**src/rtl/serial_add_pkg.sv**
```systemverilog
`default_nettype none
// +----------------------------------------------------------------------------+
// | Module      : serial_add_pkg                                               |
// | Description : State encoding and digit-count helpers for serial_add.       |
// | Revision    : 1.0 - initial release                                        |
// +----------------------------------------------------------------------------+
package serial_add_pkg;

    localparam logic [1:0] c_st_idle = 2'd0;
    localparam logic [1:0] c_st_run  = 2'd1;
    localparam logic [1:0] c_st_done = 2'd2;

    // Number of W-bit digits in an N-bit operand.
    function automatic int digit_count(input int n, input int w);
        return n / w;
    endfunction

    // One spare bit so the counter can represent the digit count itself.
    function automatic int count_width(input int n, input int w);
        return $clog2(n / w) + 1;
    endfunction

endpackage
`default_nettype wire

```
**src/rtl/serial_add_digit_add.sv**
```systemverilog
`default_nettype none
// +----------------------------------------------------------------------------+
// | Module      : digit_add                                                    |
// | Description : W-bit ripple-carry adder, also exposing the carry into MSB.  |
// | Revision    : 1.0 - initial release                                        |
// +----------------------------------------------------------------------------+
module digit_add #(
    parameter int W = 8
) (
    input  logic [W-1:0] i_a,
    input  logic [W-1:0] i_b,
    input  logic         i_ci,
    output logic [W-1:0] o_s,
    output logic         o_co,
    output logic         o_c_msb
);

    logic [W:0] w_c;

    assign w_c[0] = i_ci;

    generate
        for (genvar i = 0; i < W; i++) begin : g_bit
            assign o_s[i]   = i_a[i] ^ i_b[i] ^ w_c[i];
            assign w_c[i+1] = (i_a[i] & i_b[i]) | (w_c[i] & (i_a[i] ^ i_b[i]));
        end
    endgenerate

    assign o_co    = w_c[W];
    assign o_c_msb = w_c[W-1];

endmodule
`default_nettype wire

```
**src/rtl/serial_add.sv**
```systemverilog
`default_nettype none
// +----------------------------------------------------------------------------+
// | Module      : serial_add                                                   |
// | Description : Digit-serial add/subtract, W bits per cycle, valid/ready IO. |
// | Revision    : 1.0 - initial release                                        |
// +----------------------------------------------------------------------------+
module serial_add
    import serial_add_pkg::*;
#(
    parameter int N = 32,
    parameter int M = N,
    parameter int W = 8
) (
    input  logic         clk,
    input  logic         rst,
    input  logic         in_valid,
    output logic         in_ready,
    input  logic [N-1:0] A,
    input  logic [M-1:0] B,
    input  logic         CI,
    input  logic         SUB,
    output logic         out_valid,
    input  logic         out_ready,
    output logic [N-1:0] S,
    output logic         CO,
    output logic         OV
);

    localparam int c_digits = digit_count(N, W);
    localparam int c_cw     = count_width(N, W);
    localparam int c_iw     = (N > 1) ? $clog2(N) : 1;
    localparam logic [c_cw-1:0] c_last = c_cw'(c_digits - 1);

    generate
        if ((M > N) || (M < 1) || (W < 1) || (W > N) || ((N % W) != 0)) begin : g_param_error
            $error("serial_add: illegal parameters N=%0d M=%0d W=%0d", N, M, W);
        end
    endgenerate

    logic [1:0]      r_state;
    logic [c_cw-1:0] r_cnt;
    logic [N-1:0]    r_a;
    logic [N-1:0]    r_b;
    logic            r_c;
    logic [N-1:0]    r_s;
    logic            r_co;
    logic            r_ov;

    logic [N-1:0]    w_b_ext;
    logic [c_iw-1:0] w_base;
    logic [W-1:0]    w_a_dig;
    logic [W-1:0]    w_b_dig;
    logic [W-1:0]    w_sum;
    logic            w_co;
    logic            w_c_msb;
    logic            w_in_ready;
    logic            w_accept;
    logic            w_last;

    assign w_b_ext    = N'(B);
    assign w_base     = c_iw'(int'(r_cnt) * W);
    assign w_a_dig    = r_a[w_base +: W];
    assign w_b_dig    = r_b[w_base +: W];
    assign w_last     = (r_cnt == c_last);
    assign w_in_ready = (r_state == c_st_idle) || ((r_state == c_st_done) && out_ready);
    assign w_accept   = in_valid && w_in_ready;

    digit_add #(
        .W (W)
    ) u_digit_add (
        .i_a     (w_a_dig),
        .i_b     (w_b_dig),
        .i_ci    (r_c),
        .o_s     (w_sum),
        .o_co    (w_co),
        .o_c_msb (w_c_msb)
    );

    always_ff @(posedge clk or negedge rst) begin
        if (!rst) begin
            r_state <= c_st_idle;
            r_cnt   <= '0;
            r_a     <= '0;
            r_b     <= '0;
            r_c     <= 1'b0;
            r_s     <= '0;
            r_co    <= 1'b0;
            r_ov    <= 1'b0;
        end else if (w_accept) begin
            // Subtraction is A + ~B + 1; the carry-in is forced so CI is ignored.
            r_a     <= A;
            r_b     <= SUB ? ~w_b_ext : w_b_ext;
            r_c     <= SUB ? 1'b1 : CI;
            r_cnt   <= '0;
            r_state <= c_st_run;
        end else begin
            case (r_state)
                c_st_run: begin
                    r_s[w_base +: W] <= w_sum;
                    r_c              <= w_co;
                    if (w_last) begin
                        r_co    <= w_co;
                        r_ov    <= w_c_msb ^ w_co;
                        r_state <= c_st_done;
                    end else begin
                        r_cnt <= r_cnt + c_cw'(1);
                    end
                end
                c_st_done: begin
                    if (out_ready) begin
                        r_state <= c_st_idle;
                    end
                end
                c_st_idle: begin
                    r_state <= c_st_idle;
                end
                default: begin
                    r_state <= c_st_idle;
                end
            endcase
        end
    end

    assign in_ready  = w_in_ready;
    assign out_valid = (r_state == c_st_done);
    assign S         = r_s;
    assign CO        = r_co;
    assign OV        = r_ov;

endmodule
`default_nettype wire

```
**config.mk**
```make
export PLATFORM = sky130hd
export DESIGN_NAME = serial_add
export DESIGN_NICKNAME = d
export VERILOG_FILES = /design/src/rtl/serial_add_pkg.sv /design/src/rtl/serial_add_digit_add.sv /design/src/rtl/serial_add.sv
export SDC_FILE = /design/constraint.sdc
export NUM_CORES = 1
export LEC_CHECK = 0
export BUFFER_PORTS_ARGS = -buffer_cell sky130_fd_sc_hd__buf_2
export CORE_ASPECT_RATIO = 0.7
export CORE_MARGIN = 5
export CORE_UTILIZATION = 55
export CTS_CLUSTER_SIZE = 16
export DETAILED_ROUTE_END_ITERATION = 10
export HOLD_SLACK_MARGIN = 0.08
export PLACE_DENSITY_LB_ADDON = 0.12
export SLEW_MARGIN = 20
export SYNTH_ARGS = -nofsm -noshare
export SYNTH_HDL_FRONTEND = slang
export SYNTH_SLANG_ARGS = --single-unit
export TNS_END_PERCENT = 30
```
**constraint.sdc**
```tcl
create_clock -name clk -period 11.2 [get_ports clk]
set_clock_uncertainty 0.15 [all_clocks]
set_input_delay 1.12 -clock clk [delete_from_list [all_inputs] [get_ports clk]]
set_output_delay 1.12 -clock clk [all_outputs]
set_load 0.03 [all_outputs]
```
==> results.json, run 1 <==
{
  "status": "complete, no violations",
  "rsz0062_at_grt": "false",
  "gp_congestion": 0.797,
  "cap_violations": 0,
  "synth_cells": 332,
  "fin_crit_sh_pct": 41.2,
  "peakVddDrop_mv": 0.238,
  "port_buffers": 105,
  "dp.cells": 548,
  "fmax_mhz": 217,
  "period_needed_ns": 4.61,
  "place_area_sq_um": 5690,
  "power.density_nw_per_um2": 347,
  "synth-seq-area-share_pct": 50.5,
  "layout.nets": 520,
  "cts_hold_buf": 0,
  "setup_viol": 0,
  "grt_pass1_wl_microns": 18000,
  "synth_top_area_share_pct": 50.5,
  "dieHeight_microns": 91.0,
  "overflow": 0,
  "first_pass_iters": 4,
  "crit_type": "reg -> reg",
  "cp-start-kind": "flop",
  "synth_cell_types": 35,
  "synth-edff-count": 0,
  "grt_start_max_net_pins": 66,
  "clk_pin_slew_ns": 0.07,
  "drc": 0,
  "cts_tree": "done",
  "arrival_ns": 4.70,
  "wl_microns": 11100,
  "cp.required_ns": 11.28,
  "yosysWarnings": 0,
  "synthTopCellsByArea": "dfrtp_1, mux2_4, mux4_2, xor2_1, mux2_2",
  "design.core.area_sq_um": 9110,
  "hold_class": "reg -> reg",
  "clock_sinks": 104,
  "root_buffer": "clkbuf_16",
  "clock_path_buffers": 2,
  "insertion_delay_ns": 0.34,
  "final_cells": 564,
  "htree_levels": 3,
  "worstMarginPinSlew_ns": 1.10,
  "ios": 106,
  "endpoint_kind": "flop",
  "postLayoutCellArea_sq_um": 5990,
  "track_usage_pct": 20.3,
  "antenna_found_initial": 0,
  "n_antenna_cell": 0,
  "cts_resized": 0,
  "drt_iter0_markers": 292,
  "max-slew-margin-rel_pct": 26.6,
  "vias_per_cell": 5.46,
  "postCtsSetupRepairBufs": 0,
  "wl_per_cell_microns": 19.6,
  "dieArea_sq_um": 11400,
  "crit_fanout": 20,
  "cts_inserted_buffers": 9,
  "ys.flop_type": "dfrtp_1",
  "synth_seq_cells": 104,
  "initial_core_util_pct": 56.6,
  "synth_common_cells": "dfrtp_1, mux2_4, xor2_1",
  "syn2layout_area_growth_pct": 16.3,
  "syn_area_per_cell_sq_um": 15.5,
  "yosysTopAreaCell": "dfrtp_1",
  "dpl.hpwl_microns": 8180,
  "fill_cells": 668,
  "drv_slew": 0,
  "async_reset_ff_share_pct": 100,
  "rows": 29,
  "dr_total_vias": 3081,
  "fin_setup_tns_ns": 0,
  "die_w_microns": 126,
  "yosysMostFrequentCell": "dfrtp_1",
  "drtAntennaViolNets": 0,
  "grt_pass1_vias": 3144,
  "synth_nets": 417,
  "p_leak_nw": 2.93,
  "drive_gt1_share_pct": 46.8,
  "finalHoldViolations": 0,
  "synthesis.area_sq_um": 5150
}
area by class of cell:
| cell class | count | area (sq um) | share of cell area [%] |
|---|---|---|---|
| flip-flops and latches | 104 | 2600 | 43.4 |
| inverters | 16 | 60.1 | 1.00 |
| repair buffers | 108 | 551 | 9.19 |
| well taps | 124 | 155 | 2.59 |
| multi-input cells | 196 | 2320 | 38.8 |
| clock inverters | 2 | 37.5 | 0.626 |
| clock buffers | 14 | 264 | 4.41 |
where the power goes:
group	internal, W	total (W)	switching, W
registers	0.000549	0.000675	0.000126
clock network	0.000186	0.000319	0.000133
logic	0.000517	0.00108	0.000567
total	0.00125	0.00208	0.000826
flip-flops by register name, indices dropped and copies added, names as in the netlist:
name,count
r_c,1
S,32
r_cnt,3
r_state,2
r_b,32
CO,1
OV,1
r_a,32
final timing paths:
check	from	end	slack [ns]	cells past startpoint
min reg2reg	S[25]	S[25]	0.33	1
min	S[25]	S[25]	0.33	1
max reg2reg	r_cnt[1]	S[31]	6.59	14
max in group asynchronous	rst	S[12]	9.11	2
max	r_cnt[1]	S[31]	6.59	14
min in group asynchronous	rst	r_a[29]	0.62	1
logic make-up (layout without fill, tap and decap cells):
| kind of cell | Yosys count | count (layout) | synth area share [%] |
|---|---|---|---|
| xor+xnor | 33 | 33 | 5.61 |
| buf+inv | 32 | 140 | 4.47 |
| simple gates | 27 | 27 | 3.26 |
| mux | 84 | 84 | 25.4 |
| fa+ha+maj | 15 | 15 | 4.81 |
| flops | 104 | 104 | 50.5 |
| compound gates | 37 | 37 | 5.97 |
per-stage QoR:
stage	hold slack [ns]	total power [W]	worst slack [ns]	utilization [%]
6_report	0.333	0.00208	6.59	65.8
5_1_grt	0.349	0.00220	6.35	65.8
4_1_cts	0.339	0.00208	6.61	65.8
3_5_place_dp	0.320	0.00176	6.60	62.5
3_3_place_gp	0.322	0.00174	6.78	62.5
2_1_floorplan	0.326	0.00146	7.07	-
cells in the final DEF, fill, tap and decap left out, types with 7 or more instances in the layout:
cell type	count
ha_1	7
clkbuf_16	9
mux2_2	16
inv_1	16
mux4_2	16
o2bb2ai_1	16
dfrtp_1	104
mux2_4	49
buf_2	104
a22o_1	16
fa_1	8
xor2_1	32
critical path, cell delays in order, from the launching register on:
cell,delay (ns)
dfrtp_1,0.90
mux4_2,0.35
inv_1,0.06
fa_1,0.40
fa_1,0.36
inv_1,0.08
fa_1,0.20
fa_1,0.19
inv_1,0.06
fa_1,0.38
fa_1,0.37
inv_1,0.08
fa_1,0.21
fa_1,0.48
a22o_1,0.22
per-layer routing:
metal  track usage [%]  routed length (microns)  vias up
li1                  -                        -     1403
met1              33.0                     5730     1566
met2              26.1                     4520       99
met3              6.69                      702       13
met4              4.69                      119        0
met5                 0                        0        -
No activity file was read; power rests on OpenSTA's default activity.
==> run 2: changes to the inputs <==
==> constraint.sdc (replaced) <==
create_clock -name clk -period 4.3 [get_ports clk]
set_clock_uncertainty 0.15 [all_clocks]
set_input_delay 0.43 -clock clk [delete_from_list [all_inputs] [get_ports clk]]
set_output_delay 0.43 -clock clk [all_outputs]
set_load 0.03 [all_outputs]
==> results.json, run 2 (synthesis gave the netlist of run 1 again) <==
{
  "slowest_stage": "fa_2",
  "hold_class": "in -> reg",
  "design.core.area_sq_um": 9110,
  "root_buffer": "clkbuf_16",
  "cts_tree": "done",
  "htree_levels": 3,
  "endpoint_kind": "flop",
  "final_cells": 570,
  "clock_sinks": 104,
  "clock_path_buffers": 2,
  "cp-start-kind": "flop",
  "setup_viol": 0,
  "initial_core_util_pct": 56.6,
  "p_leak_nw": 2.97,
  "dieHeight_microns": 91.0,
  "dr_total_vias": 3071,
  "max_stage_delay_ns": 0.48,
  "worstMarginPinSlew_ns": 0.912,
  "period_needed_ns": 4.15,
  "multiInputGateArea_sq_um": 2330,
  "syn2layout_area_growth_pct": 17.9,
  "fin_ws_ns": 0.153,
  "post-route-util_pct": 66.7,
  "rows": 29,
  "insertion_delay_ns": 0.34,
  "ios": 106,
  "cap_violations": 0,
  "power.density_nw_per_um2": 907,
  "gp_congestion": 0.799,
  "busiest_layer": "met1",
  "place_ws_ns": 0.0851,
  "grt_pass1_wl_microns": 18300,
  "wl_per_cell_microns": 19.8,
  "crit_type": "reg -> reg",
  "p_total_w": 0.00551,
  "power_frac_seq_pct": 31.4,
  "drt_iter0_markers": 257,
  "wl_microns": 11300,
  "drv_slew": 0,
  "dpl.hpwl_microns": 8360,
  "cp.required_ns": 4.37,
  "overflow": 0,
  "worstPathCellList": "mux4_2 > inv_1 > fa_1 > fa_1 > inv_1 > fa_1 > fa_1 > inv_1 > fa_1 > fa_1 > inv_1 > fa_1 > fa_2 > a22o_1",
  "track_usage_pct": 20.4,
  "path_common_cell": "fa_1",
  "max-slew-margin-rel_pct": 38.6,
  "drtAntennaViolNets": 0,
  "n_antenna_cell": 0,
  "fin_crit_sh_pct": 96.4,
  "finalHoldViolations": 0,
  "dieArea_sq_um": 11400,
  "fin_setup_tns_ns": 0,
  "comb_power_share_pct": 53.0,
  "p_sw_share_pct": 39.6,
  "fill_cells": 666,
  "drc": 0,
  "status": "complete, no violations",
  "final-seq-area_sq_um": 2600,
  "arrival_ns": 4.22,
  "fmax_mhz": 241,
  "cts_inserted_buffers": 9,
  "use_met2_pct": 26.5,
  "final_cell_mix": "buf_2, dfrtp_1, mux2_4, xor2_1",
  "use_met3_pct": 5.81,
  "clk_pin_slew_ns": 0.07,
  "crit_fanout": 5,
  "layout.nets": 526,
  "met1_usage_pct": 33.4,
  "grt_start_max_net_pins": 85,
  "clkPwrFrac_pct": 15.6,
  "antenna_found_initial": 0,
  "switchingPower_w": 0.00218,
  "first_pass_iters": 4,
  "vias_per_cell": 5.39,
  "grt_pass1_vias": 3200,
  "drive_gt1_share_pct": 48.0,
  "p_int_w": 0.00333,
  "die_w_microns": 126,
  "port_buffers": 105,
  "peakVddDrop_mv": 0.427,
  "final_common_cell": "buf_2",
  "dp.cells": 551
}
## run 2: layout make-up
class,count,share of cell area (%)
Tap cell,124,2.55
Multi-Input combinational cell,196,38.3
Clock inverter,5,1.34
Inverter,16,0.989
Clock buffer,11,3.83
Timing Repair Buffer,114,10.1
Sequential cell,104,42.9
## run 2: path summary, 6_finish.rpt
kind / depth (start not counted) / slack, ns / start / to
max: 14 / 0.15 / r_cnt[0] / S[31]
min: 2 / 0.17 / A[17] / r_a[17]
max reg2reg: 14 / 0.15 / r_cnt[0] / S[31]
min reg2reg: 1 / 0.34 / S[12] / S[12]
max in group asynchronous: 3 / 2.66 / rst / S[1]
min in group asynchronous: 2 / 0.54 / rst / r_a[13]
## run 2: per-layer routing
layer	up-vias	part of all wire, %
met1	1527	49
li1	1410	-
met2	129	41
met5	-	0
met4	0	0.56
met3	5	8.6
## run 2: worst max-delay path: cells and delay by family, from the launching register on
| kind | cells | cell delay, ns |
|---|---|---|
| AOI/OAI and AO/OA | 1 | 0.22 |
| muxes | 1 | 0.34 |
| adders and majority gates | 8 | 2.61 |
| buffers and inverters | 4 | 0.25 |
| DFF | 1 | 0.45 |
## run 2: through the flow
step / area, sq um / hold slack (ns)
4_1_cts: 6040 / 0.161
3_3_place_gp: 5730 / 0.323
6_report: 6070 / 0.169
3_5_place_dp: 5730 / 0.319
2_1_floorplan: 5150 / -0.0156
5_1_grt: 6070 / 0.158
## run 2: timing repair
action | in CTS | in global routing
hold buffers | 0 | 1
gates resized for setup | 0 | 2
setup endpoints to repair | 0 | 7
setup buffers | 0 | 2
hold endpoints to repair | 0 | 41
## run 2: power by group through the flow
stage	Combinational, W	Sequential, W	Clock (W)
2_1_floorplan	0.00197	0.00184	0
3_3_place_gp	0.00282	0.00173	0
4_1_cts	0.00290	0.00173	0.000871
3_5_place_dp	0.00287	0.00174	0
5_1_grt	0.00311	0.00179	0.000916
6_report	0.00292	0.00173	0.000859
